## config.mk

```make
export PLATFORM = sky130hd
export DESIGN_NAME = serial_subtractor_ctrl_flat
export DESIGN_NICKNAME = d
export VERILOG_FILES = /design/src/rtl/serial_subtractor_ctrl_if.sv /design/src/rtl/serial_subtractor_ctrl.sv /design/src/flat_wrapper.sv
export SDC_FILE = /design/constraint.sdc
export NUM_CORES = 1
export LEC_CHECK = 0
export ABC_AREA = 1
export ABC_CLOCK_PERIOD_IN_PS = 1700
export CAP_MARGIN = 40
export CORE_MARGIN = 8
export CORE_UTILIZATION = 51
export DETAILED_ROUTE_END_ITERATION = 12
export PLACE_DENSITY = 0.83
export SLEW_MARGIN = 0
export SYNTH_ARGS = -nofsm -noshare
export SYNTH_HDL_FRONTEND = slang
export SYNTH_SLANG_ARGS = --single-unit
```

## constraint.sdc

```tcl
create_clock -name clk -period 1.7 [get_ports clk]
set_clock_uncertainty 0.2 [all_clocks]
set_input_delay 0.34 -clock clk [delete_from_list [all_inputs] [get_ports clk]]
set_output_delay 0.34 -clock clk [all_outputs]
set_load 0.005 [all_outputs]
```

## src/rtl/serial_subtractor_ctrl_if.sv

```systemverilog
// Request/result bundle for serial_subtractor_ctrl.
//
// Handshake: the master drives start with operands x/y. A request is taken
// on a rising clk edge where start=1 and ready=1. x and y are sampled on
// that edge only and may change freely afterwards. A start seen while
// ready=0 is dropped, not queued. Each accepted request produces exactly one
// one-cycle done pulse. diff/b_out are valid from that pulse onwards and
// are held until the next completion.
//
// Signals:
//   start  master -> slave  request
//   x, y   master -> slave  minuend / subtrahend
//   ready  slave -> master  idle, request can be taken
//   busy   slave -> master  subtraction in progress
//   done   slave -> master  one-cycle completion pulse
//   diff   slave -> master  x - y mod 2^WIDTH
//   b_out  slave -> master  final borrow (x < y unsigned)
interface serial_subtractor_ctrl_if #(
  parameter int WIDTH = 8
);
  logic             start;
  logic [WIDTH-1:0] x;
  logic [WIDTH-1:0] y;
  logic             ready;
  logic             busy;
  logic             done;
  logic [WIDTH-1:0] diff;
  logic             b_out;

  modport master (
    output start, x, y,
    input  ready, busy, done, diff, b_out
  );

  modport slave (
    input  start, x, y,
    output ready, busy, done, diff, b_out
  );
endinterface

```

## src/rtl/serial_subtractor_ctrl.sv

```systemverilog
// Bit-serial WIDTH-bit subtractor with a start/done controller.
// A single full-subtractor cell (two half subtractors plus a borrow flop)
// is stepped over the operands LSB-first, one bit per clock.
//
// Ports:
//   clk          system clock, rising edge
//   rst          asynchronous active-high reset
//   sub_if       slave side of serial_subtractor_ctrl_if
//                (start/x/y in, ready/busy/done/diff/b_out out)
//   state_dbg_o  current FSM state (0=IDLE, 1=RUN, 2=DONE)
//
// Timing: start accepted at edge E0 -> busy for WIDTH cycles -> done in the
// cycle after edge E0+WIDTH -> back in IDLE, next start taken at E0+WIDTH+2.
module serial_subtractor_ctrl #(
  parameter int WIDTH = 8
) (
  input  logic                    clk,
  input  logic                    rst,
  serial_subtractor_ctrl_if.slave sub_if,
  output logic [1:0]              state_dbg_o
);

  // One extra bit so the counter never wraps, including WIDTH=32.
  localparam int CW = $clog2(WIDTH) + 1;
  localparam logic [CW-1:0] LAST_BIT = CW'(WIDTH - 1);

  typedef enum logic [1:0] {
    S_IDLE = 2'd0,
    S_RUN  = 2'd1,
    S_DONE = 2'd2
  } state_e;

  state_e           state_q, state_d;
  logic [WIDTH-1:0] xs_q, xs_d;
  logic [WIDTH-1:0] ys_q, ys_d;
  logic [WIDTH-1:0] rs_q, rs_d;
  logic             borrow_q, borrow_d;
  logic [CW-1:0]    cnt_q, cnt_d;
  logic [WIDTH-1:0] diff_q, diff_d;
  logic             b_out_q, b_out_d;

  // Full-subtractor cell on the current LSBs.
  logic             bit_a;
  logic             bit_c;
  logic             bit_d;
  logic             borrow_nx;
  // Result register with the new bit prepended; the upper WIDTH bits are
  // the right-shifted result. Written this way so WIDTH=1 needs no
  // special-case slice.
  logic [WIDTH:0]   rs_shift;

  always_ff @(posedge clk or posedge rst) begin
    if (rst) begin
      state_q  <= S_IDLE;
      xs_q     <= '0;
      ys_q     <= '0;
      rs_q     <= '0;
      borrow_q <= 1'b0;
      cnt_q    <= '0;
      diff_q   <= '0;
      b_out_q  <= 1'b0;
    end else begin
      state_q  <= state_d;
      xs_q     <= xs_d;
      ys_q     <= ys_d;
      rs_q     <= rs_d;
      borrow_q <= borrow_d;
      cnt_q    <= cnt_d;
      diff_q   <= diff_d;
      b_out_q  <= b_out_d;
    end
  end

  always_comb begin
    state_d   = state_q;
    xs_d      = xs_q;
    ys_d      = ys_q;
    rs_d      = rs_q;
    borrow_d  = borrow_q;
    cnt_d     = cnt_q;
    diff_d    = diff_q;
    b_out_d   = b_out_q;

    bit_a     = xs_q[0];
    bit_c     = ys_q[0];
    bit_d     = bit_a ^ bit_c ^ borrow_q;
    borrow_nx = (~bit_a & bit_c) | (~(bit_a ^ bit_c) & borrow_q);
    rs_shift  = {bit_d, rs_q};

    unique case (state_q)
      S_IDLE: begin
        if (sub_if.start) begin
          xs_d     = sub_if.x;
          ys_d     = sub_if.y;
          borrow_d = 1'b0;
          cnt_d    = '0;
          state_d  = S_RUN;
        end
      end
      S_RUN: begin
        rs_d     = rs_shift[WIDTH:1];
        xs_d     = xs_q >> 1;
        ys_d     = ys_q >> 1;
        borrow_d = borrow_nx;
        cnt_d    = cnt_q + CW'(1);
        if (cnt_q == LAST_BIT) begin
          // Publish the fully shifted result, including this edge's bit.
          diff_d  = rs_shift[WIDTH:1];
          b_out_d = borrow_nx;
          state_d = S_DONE;
        end
      end
      S_DONE: begin
        state_d = S_IDLE;
      end
      default: begin
        state_d = S_IDLE;
      end
    endcase
  end

  // Status is decoded from the state register only.
  assign sub_if.ready = (state_q == S_IDLE);
  assign sub_if.busy  = (state_q == S_RUN);
  assign sub_if.done  = (state_q == S_DONE);
  assign sub_if.diff  = diff_q;
  assign sub_if.b_out = b_out_q;
  assign state_dbg_o  = state_q;

endmodule

```

## src/flat_wrapper.sv

```systemverilog
// flat-port wrapper written by rule: the top's interface ports become plain ports
module serial_subtractor_ctrl_flat 
#(
  parameter int WIDTH = 8
)
  (clk, rst, state_dbg_o, sub_if_start, sub_if_x, sub_if_y, sub_if_ready, sub_if_busy, sub_if_done, sub_if_diff, sub_if_b_out);
  serial_subtractor_ctrl_if #(.WIDTH(WIDTH)) sub_if_i ();
  input  logic clk;
  input  logic rst;
  output logic [1:0] state_dbg_o;
  input wire logic [$bits(sub_if_i.start)-1:0] sub_if_start;
  input wire logic [$bits(sub_if_i.x)-1:0] sub_if_x;
  input wire logic [$bits(sub_if_i.y)-1:0] sub_if_y;
  output wire logic [$bits(sub_if_i.ready)-1:0] sub_if_ready;
  output wire logic [$bits(sub_if_i.busy)-1:0] sub_if_busy;
  output wire logic [$bits(sub_if_i.done)-1:0] sub_if_done;
  output wire logic [$bits(sub_if_i.diff)-1:0] sub_if_diff;
  output wire logic [$bits(sub_if_i.b_out)-1:0] sub_if_b_out;
  assign sub_if_i.start = sub_if_start;
  assign sub_if_i.x = sub_if_x;
  assign sub_if_i.y = sub_if_y;
  assign sub_if_ready = sub_if_i.ready;
  assign sub_if_busy = sub_if_i.busy;
  assign sub_if_done = sub_if_i.done;
  assign sub_if_diff = sub_if_i.diff;
  assign sub_if_b_out = sub_if_i.b_out;
  serial_subtractor_ctrl #(.WIDTH(WIDTH)) u_core (.clk(clk), .rst(rst), .sub_if(sub_if_i), .state_dbg_o(state_dbg_o));
endmodule
```

* Word-level counts from Yosys, hierarchy flattened *
Cells that the tools add are included.

storage, ports and cells
  output and inout bits = 14
  logic and storage cells = 37
  register bits = 40

operators by class
  reduce and logical (&&, ||, !) cells = 5
  mux-type cells = 11
  add/sub/neg operators = 1
  bitwise operators = 7
  equal/unequal tests = 5

operator list
  operator                                                                  count
  8-bit case mux with 2 select lines                                        2
  8-bit 2-to-1 mux                                                          2
  4-bit case mux with 2 select lines                                        1
  2-bit AND reduction                                                       3
  4-bit by 1-bit adder with 4-bit output (second input constant)            1
  4-bit by 3-bit == test with 1-bit output (second input constant)          1
  2-bit 2-to-1 mux                                                          2
  4-bit 2-to-1 mux                                                          1
  2-bit case mux with 2 select lines                                        1
  1-bit bitwise AND                                                         2
  2-bit by 1-bit == test with 1-bit output (second input constant)          1
  2-bit == test (second input constant)                                     1
  2-bit logical NOT                                                         1
  2-bit by 1-bit inequality test with 1-bit output (second input constant)  1
  2-bit inequality test (second input constant)                             1
  1-bit inverter                                                            2
  1-bit case mux with 2 select lines                                        1
  2-bit nonzero test                                                        1
  1-bit XOR                                                                 2
  1-bit 2-to-1 mux                                                          1
  1-bit OR                                                                  1

* Longest topological paths before layout *
Gate-level depths: netlist (run 1).

  depth after elaboration = 5
  mapped depth = 6
  mapped depth without buffers = 6

* Worst setup path after synthesis (run 1) *
Ideal clock, no wire load.

  kind = register to output
  start = register u_core.state_q[1], in the netlist u_core.state_dbg_o[1]
  end = output port sub_if_busy
  setup slack = 0.342 ns
  arrival = 0.818 ns
  cell stages (with the launch flop) = 5
  cell sequence = dfrtp_1 -> inv_2 -> nand2_2 -> inv_2 -> buf_4

between the ends
  word-level cells in the longest chain between the ends = 1

RTL lines
  item                                      RTL line                       text
  from (decl)                               serial_subtractor_ctrl.sv:33   state_e state_q, state_d;
  from (signal assigned)                    serial_subtractor_ctrl.sv:63   state_q <= state_d;
  2-bit by 1-bit == test with 1-bit output  serial_subtractor_ctrl.sv:124  assign sub_if.busy = (state_q == S_RUN);
  to (decl)                                 flat_wrapper.sv:15             output wire logic [$bits(sub_if_i.busy)-1:0] sub_if_busy;

No other way between the ends.

* Final worst setup path (run 1) *
Ends and elaborated chain as after synthesis.

==> impl_metrics.ini, run 1 <==
[status]
status = finished, violations left
violations = setup timing

[detailed_routing]
route.met3.wl_microns = 172
highest_layer = met4
met1Wirelength_microns = 1670
drt_iter0_markers = 122
vias = 1450
vias_per_cell = 5.03
ant_nets = 0
dr.pass1.iters = 4
drc = 0
wl_per_cell_microns = 12.5
wl_microns = 3590
met2_length_microns = 1700

[synthesis]
synth_fp_nets = 216
synth-edff-count = 0
yosysMostFrequentCell = nand2_1
synth_simple_gate_area_share_pct = 33.1
synth_cells = 195
synth_ff_type = dfrtp_1
synth_area_sq_um = 1710
async_flop_share_pct = 100
ys_ff_latch = 39
avgSynthCellArea_sq_um = 8.79
yosysSeqAreaShare_pct = 56.9
netlist.area_leader.share_pct = 56.9
yosysWarnings = 0
synthMuxAreaShare_pct = 0
synth_fa_ha_area_share_pct = 1.90
synth_top_area_cell = dfrtp_1
synth_xor_xnor_area_share_pct = 0
synth_cell_types = 20
synthTopCellsByCount = nand2_1, nand3_1, dfrtp_1, inv_1, buf_4
synth_top_family_by_area = simple AND/OR/NAND/NOR gates
netlist_top_cells_area = dfrtp_1, nand3_1, nand2_1
synth_compound_area_share_pct = 1.82

[timing]
worst_slack_ns = -0.0228
finalSetupViolCount = 2
drv_slew = 0
relSlewSlack_pct = 82.0
worst_pin_slew_ns = 0.270
timing.hold.ws_ns = 0.127
max_freq_ghz = 0.580
rsz0062_at_grt = true
hold_violations = 0
fin_tns_setup_ns = -0.0421
min_period_ns = 1.72
period_share_pct = 101

[setup_path]
worstPathCellList = buf_6 > inv_6 > nand2_4 > inv_2 > buf_6
cp.required_ns = 1.16
crit_path_start_kind = flip-flop
slowest_delay_ns = 0.44
slowest_stage = dfrtp_1
cp_max_fo = 3
cp-end-kind = output port
critPathKind = reg2out
r2r_slack_ns = 0.10
path_delay_family = flip-flops
path_buf_inv = 4
cp_common_cell = buf_6
crit_arrival_ns = 1.18
reg2reg_to = u_core.sub_if.diff[2]
r2r_start = u_core.state_dbg_o[1]
r2r_cells = 8

[power]
power_w = 0.00384
p_per_area_nw_per_um2 = 1690
ir_drop_mv = 0.923
p_int_w = 0.00247
pwr-share-clk_pct = 19.7
p_leak_nw = 1.15
swShare_pct = 35.6
p_switching_w = 0.00137
pwr-share-comb_pct = 39.1
power_frac_seq_pct = 41.3

[placement]
portBuffers = 32
place_ws_ns = 0.0283
gp_congestion = 0.777
place_hpwl_microns = 2420

[finish]
antennaDiodeCount = 0
fill_cells = 283
nNetsFinal = 262
drive_gt1_share_pct = 15.3
syn2layout_area_growth_pct = 32.5

[flow_run]
maxCapViolations = 0

[floorplan]
num_rows = 21
pin_count = 33
die_w_microns = 74.0
core_sq_um = 3280
die_area_sq_um = 5470
die_h_microns = 74.0
initial_core_util_pct = 52.2

[global_route]
grt_max_degree = 40
grt_use_total_pct = 14.1
grt_pass1_vias = 1408
grt_antenna_before_repair = 0
grt_overflow = 0
grt_pass1_wl_microns = 6060

[clock_network]
clk_transition_reported_paths_ns = 0.12
cts_made_buffers = 5
tritoncts = done
cts-root-buf = clkbuf_4
clock-sinks = 39
cts_buffer_depth = 2
ctsHoldBuffers = 0
htreeDepth = 2
clock_latency_ns = 0.34

[worst_hold_path]
hp-class = in2async
what timing repair did:
action | in CTS | in global routing
pin swaps | 1 | 0
resized for setup | 29 | 6
hold endpoints to repair | 0 | 0
buffers inserted | 6 | 0
setup endpoints to repair | 14 | 21
power by group through the flow:
stage	clock network (W)	registers [W]	logic (W)
after floorplan	0	0.00157	0.000958
after global placement	0	0.00160	0.00145
after detailed placement	0	0.00161	0.00149
after CTS	0.000767	0.00157	0.00150
after global routing	0.000802	0.00163	0.00172
final	0.000754	0.00158	0.00150
cells by family after synthesis:
kind of cell    after synthesis
buf+inv                      20
compound gates                6
simple gates                128
fa+ha+maj                     2
flops                        39
layer usage:
layer | GRT usage, % | up-vias
met5 | 0 | -
met4 | 6.43 | 0
met3 | 3.37 | 7
met2 | 22.7 | 31
met1 | 17.5 | 676
li1 | - | 736
area by class of cell:
type / instances / area (sq um) / share of cell area [%]
clock inverters: 2 / 60.1 / 2.64
inverters: 9 / 38.8 / 1.71
repair buffers: 50 / 450 / 19.8
clock buffers: 6 / 41.3 / 1.82
well taps: 46 / 57.6 / 2.53
flip-flops and latches: 39 / 976 / 43.0
multi-input cells: 136 / 647 / 28.5
worst reg2reg max path: stages, from the launching register on:
cell and delay (ns):
dfrtp_1 0.44, buf_6 0.14, inv_6 0.06, nand2_4 0.05, inv_2 0.06, buf_4 0.21
buf_6 0.21, nand3_1 0.10, nand2_1 0.07
state kept, by name (all words and copies together) (netlist names):
register and count:
u_core.cnt_q 4, u_core.xs_q 8, u_core.ys_q 8, u_core.rs_q 7, u_core.sub_if.diff 8, u_core.borrow_q 1
u_core.sub_if.b_out 1, u_core.state_dbg_o 2
cells in the final DEF, fill, tap and decap left out, types with 2 or more instances in the layout:
cell,netlist,routed
o21ai_0,3,3
nor2_1,4,3
nand2_1,61,60
buf_2,4,2
nor2_2,2,2
nand3_1,57,57
bufinv_16,0,2
buf_4,5,15
inv_1,7,7
buf_6,1,3
clkbuf_4,0,5
dfrtp_1,39,39
clkdlybuf4s50_1,0,18
dlygate4sd2_1,0,9
nand2_2,2,2
stage by stage:
| step | utilization [%] | std cells | cell area (sq um) |
|---|---|---|---|
| 2_1_floorplan | - | 195 | 1710 |
| 3_3_place_gp | 64.6 | 274 | 2120 |
| 3_5_place_dp | 64.6 | 274 | 2120 |
| 4_1_cts | 68.9 | 288 | 2260 |
| 5_1_grt | 69.1 | 288 | 2270 |
| 6_report | 69.1 | 288 | 2270 |
how the worst max path moves through the flow:
| stage | start | end | cells after the start |
|---|---|---|---|
| after floorplan | rst | u_core.borrow_q | 1 |
| after global placement | u_core.state_dbg_o[1] | sub_if_busy | 4 |
| after detailed placement | sub_if_start | u_core.ys_q[2] | 5 |
| after CTS | u_core.state_dbg_o[1] | sub_if_ready | 3 |
| after global routing | u_core.state_dbg_o[1] | sub_if_ready | 3 |
| final | u_core.state_dbg_o[1] | sub_if_busy | 5 |
Power figures use the tool's default switching activity.
==> run 2: changes to the inputs <==
- SKIP_CTS_REPAIR_TIMING: not set -> 1
==> run 2 against run 1 <==
- the flow still finishes with violations (setup timing)
- final cell count fell by 1.0%
- sequential share of layout area is 0.055 points lower
- final area rose by 0.39%
- global-route usage down 0.51 points
- first-iteration DRC count rose by 3.3%
- power down 0.24%
- clock power about the same
- critical path type unchanged
==> impl_metrics.ini, run 2 (same netlist as run 1, synthesis figures left out) <==
[global_route]
grt_pass1_vias = 1347
grt_antenna_before_repair = 0
grt_use_total_pct = 13.6
grt_max_degree = 40
grt_overflow = 0
grt_pass1_wl_microns = 5840

[setup_path]
slowest_delay_ns = 0.42
cp-end-kind = output port
path_buf_inv = 4
worstPathCellList = buf_4 > inv_4 > nand2_2 > inv_2 > dlymetal6s2s_1
crit_path_start_kind = flip-flop
r2r_slack_ns = 0.10
cp_max_fo = 3
crit_arrival_ns = 1.21
cp.required_ns = 1.16
critPathKind = reg2out
path_delay_family = flip-flops
slowest_stage = dfrtp_2

[detailed_routing]
dr.pass1.iters = 4
ant_nets = 0
drt_iter0_markers = 126
wl_per_cell_microns = 12.2
wl_microns = 3490
vias = 1427
vias_per_cell = 5.01
drc = 0

[floorplan]
core_sq_um = 3280
die_h_microns = 74.0
initial_core_util_pct = 52.2
pin_count = 33
num_rows = 21
die_area_sq_um = 5470
die_w_microns = 74.0

[finish]
mostFrequentLayoutCells = nand2_1, nand3_1, dfrtp_1
fill_cells = 273
final-seq-area_sq_um = 978
fin_util_pct = 69.4
drive_gt1_share_pct = 13.4
syn2layout_area_growth_pct = 33.0
instances_no_fill = 285
antennaDiodeCount = 0
final_common_cell = nand2_1
multiInputGateArea_sq_um = 637
nNetsFinal = 259

[timing]
hold_violations = 0
worst_slack_ns = -0.0511
fin_tns_setup_ns = -0.0511
drv_slew = 0
period_share_pct = 103
worst_pin_slew_ns = 0.268
min_period_ns = 1.75
relSlewSlack_pct = 82.1
max_freq_ghz = 0.571
finalSetupViolCount = 1
rsz0062_at_grt = true
timing.hold.ws_ns = 0.131

[worst_hold_path]
hp-class = in2async

[clock_network]
cts-root-buf = clkbuf_4
cts_buffer_depth = 2
clock_latency_ns = 0.34
clk_transition_reported_paths_ns = 0.12
htreeDepth = 2
cts_made_buffers = 5
clock-sinks = 39
tritoncts = done

[status]
violations = setup timing
status = finished, violations left

[placement]
place_ws_ns = 0.0283
dpl.cell_count = 274
portBuffers = 32
place_hpwl_microns = 2420
gp_congestion = 0.777

[flow_run]
maxCapViolations = 0

[power]
ir_drop_mv = 0.892
p_leak_nw = 1.24
p_per_area_nw_per_um2 = 1680
==> run 2: layer usage <==
layer	share of wire (%)	up-vias	routed length (microns)	track usage (%)
li1	-	725	-	-
met1	47	662	1640	17.7
met2	48	34	1660	20.9
met3	3.8	6	133	3.37
met4	1.5	0	52	5.99
met5	0	-	0	0
==> run 2: layout make-up <==
class                      instances  share of cell area [%]
sequential                        39                    42.9
multi-input combinational        136                    27.9
timing repair buffer              47                    20.6
clock inverter                     2                    2.63
tap                               46                    2.52
clock buffer                       6                    1.81
inverter                           9                    1.59
==> run 2: per-stage QoR <==
stage	total power (W)	instance area (sq um)
after floorplan	0.00253	1710
after global placement	0.00305	2120
after detailed placement	0.00310	2120
after CTS	0.00385	2220
after global routing	0.00415	2280
final	0.00383	2280
==> run 2: worst register-to-register path, delay by kind of cell, from the launching register on <==
| family | cells | cell delay (ns) |
|---|---|---|
| buffers and inverters | 4 | 0.49 |
| DFF | 1 | 0.42 |
| and+or+nand+nor | 4 | 0.39 |
==> run 2: path summary, 6_finish.rpt <==
path / start / endpoint / cells after the start
max: u_core.state_dbg_o[1] / sub_if_busy / 5
min: rst / u_core.ys_q[4] / 3
max reg2reg: u_core.state_dbg_o[1] / u_core.sub_if.diff[3] / 8
min reg2reg: u_core.sub_if.diff[0] / u_core.sub_if.diff[0] / 2
max in group asynchronous: rst / u_core.state_dbg_o[0] / 3
min in group clk: u_core.sub_if.diff[0] / u_core.sub_if.diff[0] / 2
==> run 2: power breakdown <==
part | internal [W] | leakage [nW] | switching, W | total, W
Combinational | 0.000693 | 0.693 | 0.000799 | 0.00149
Clock | 0.000459 | 0.0525 | 0.000294 | 0.000753
Sequential | 0.00133 | 0.490 | 0.000249 | 0.00158
Total | 0.00249 | 1.24 | 0.00134 | 0.00383
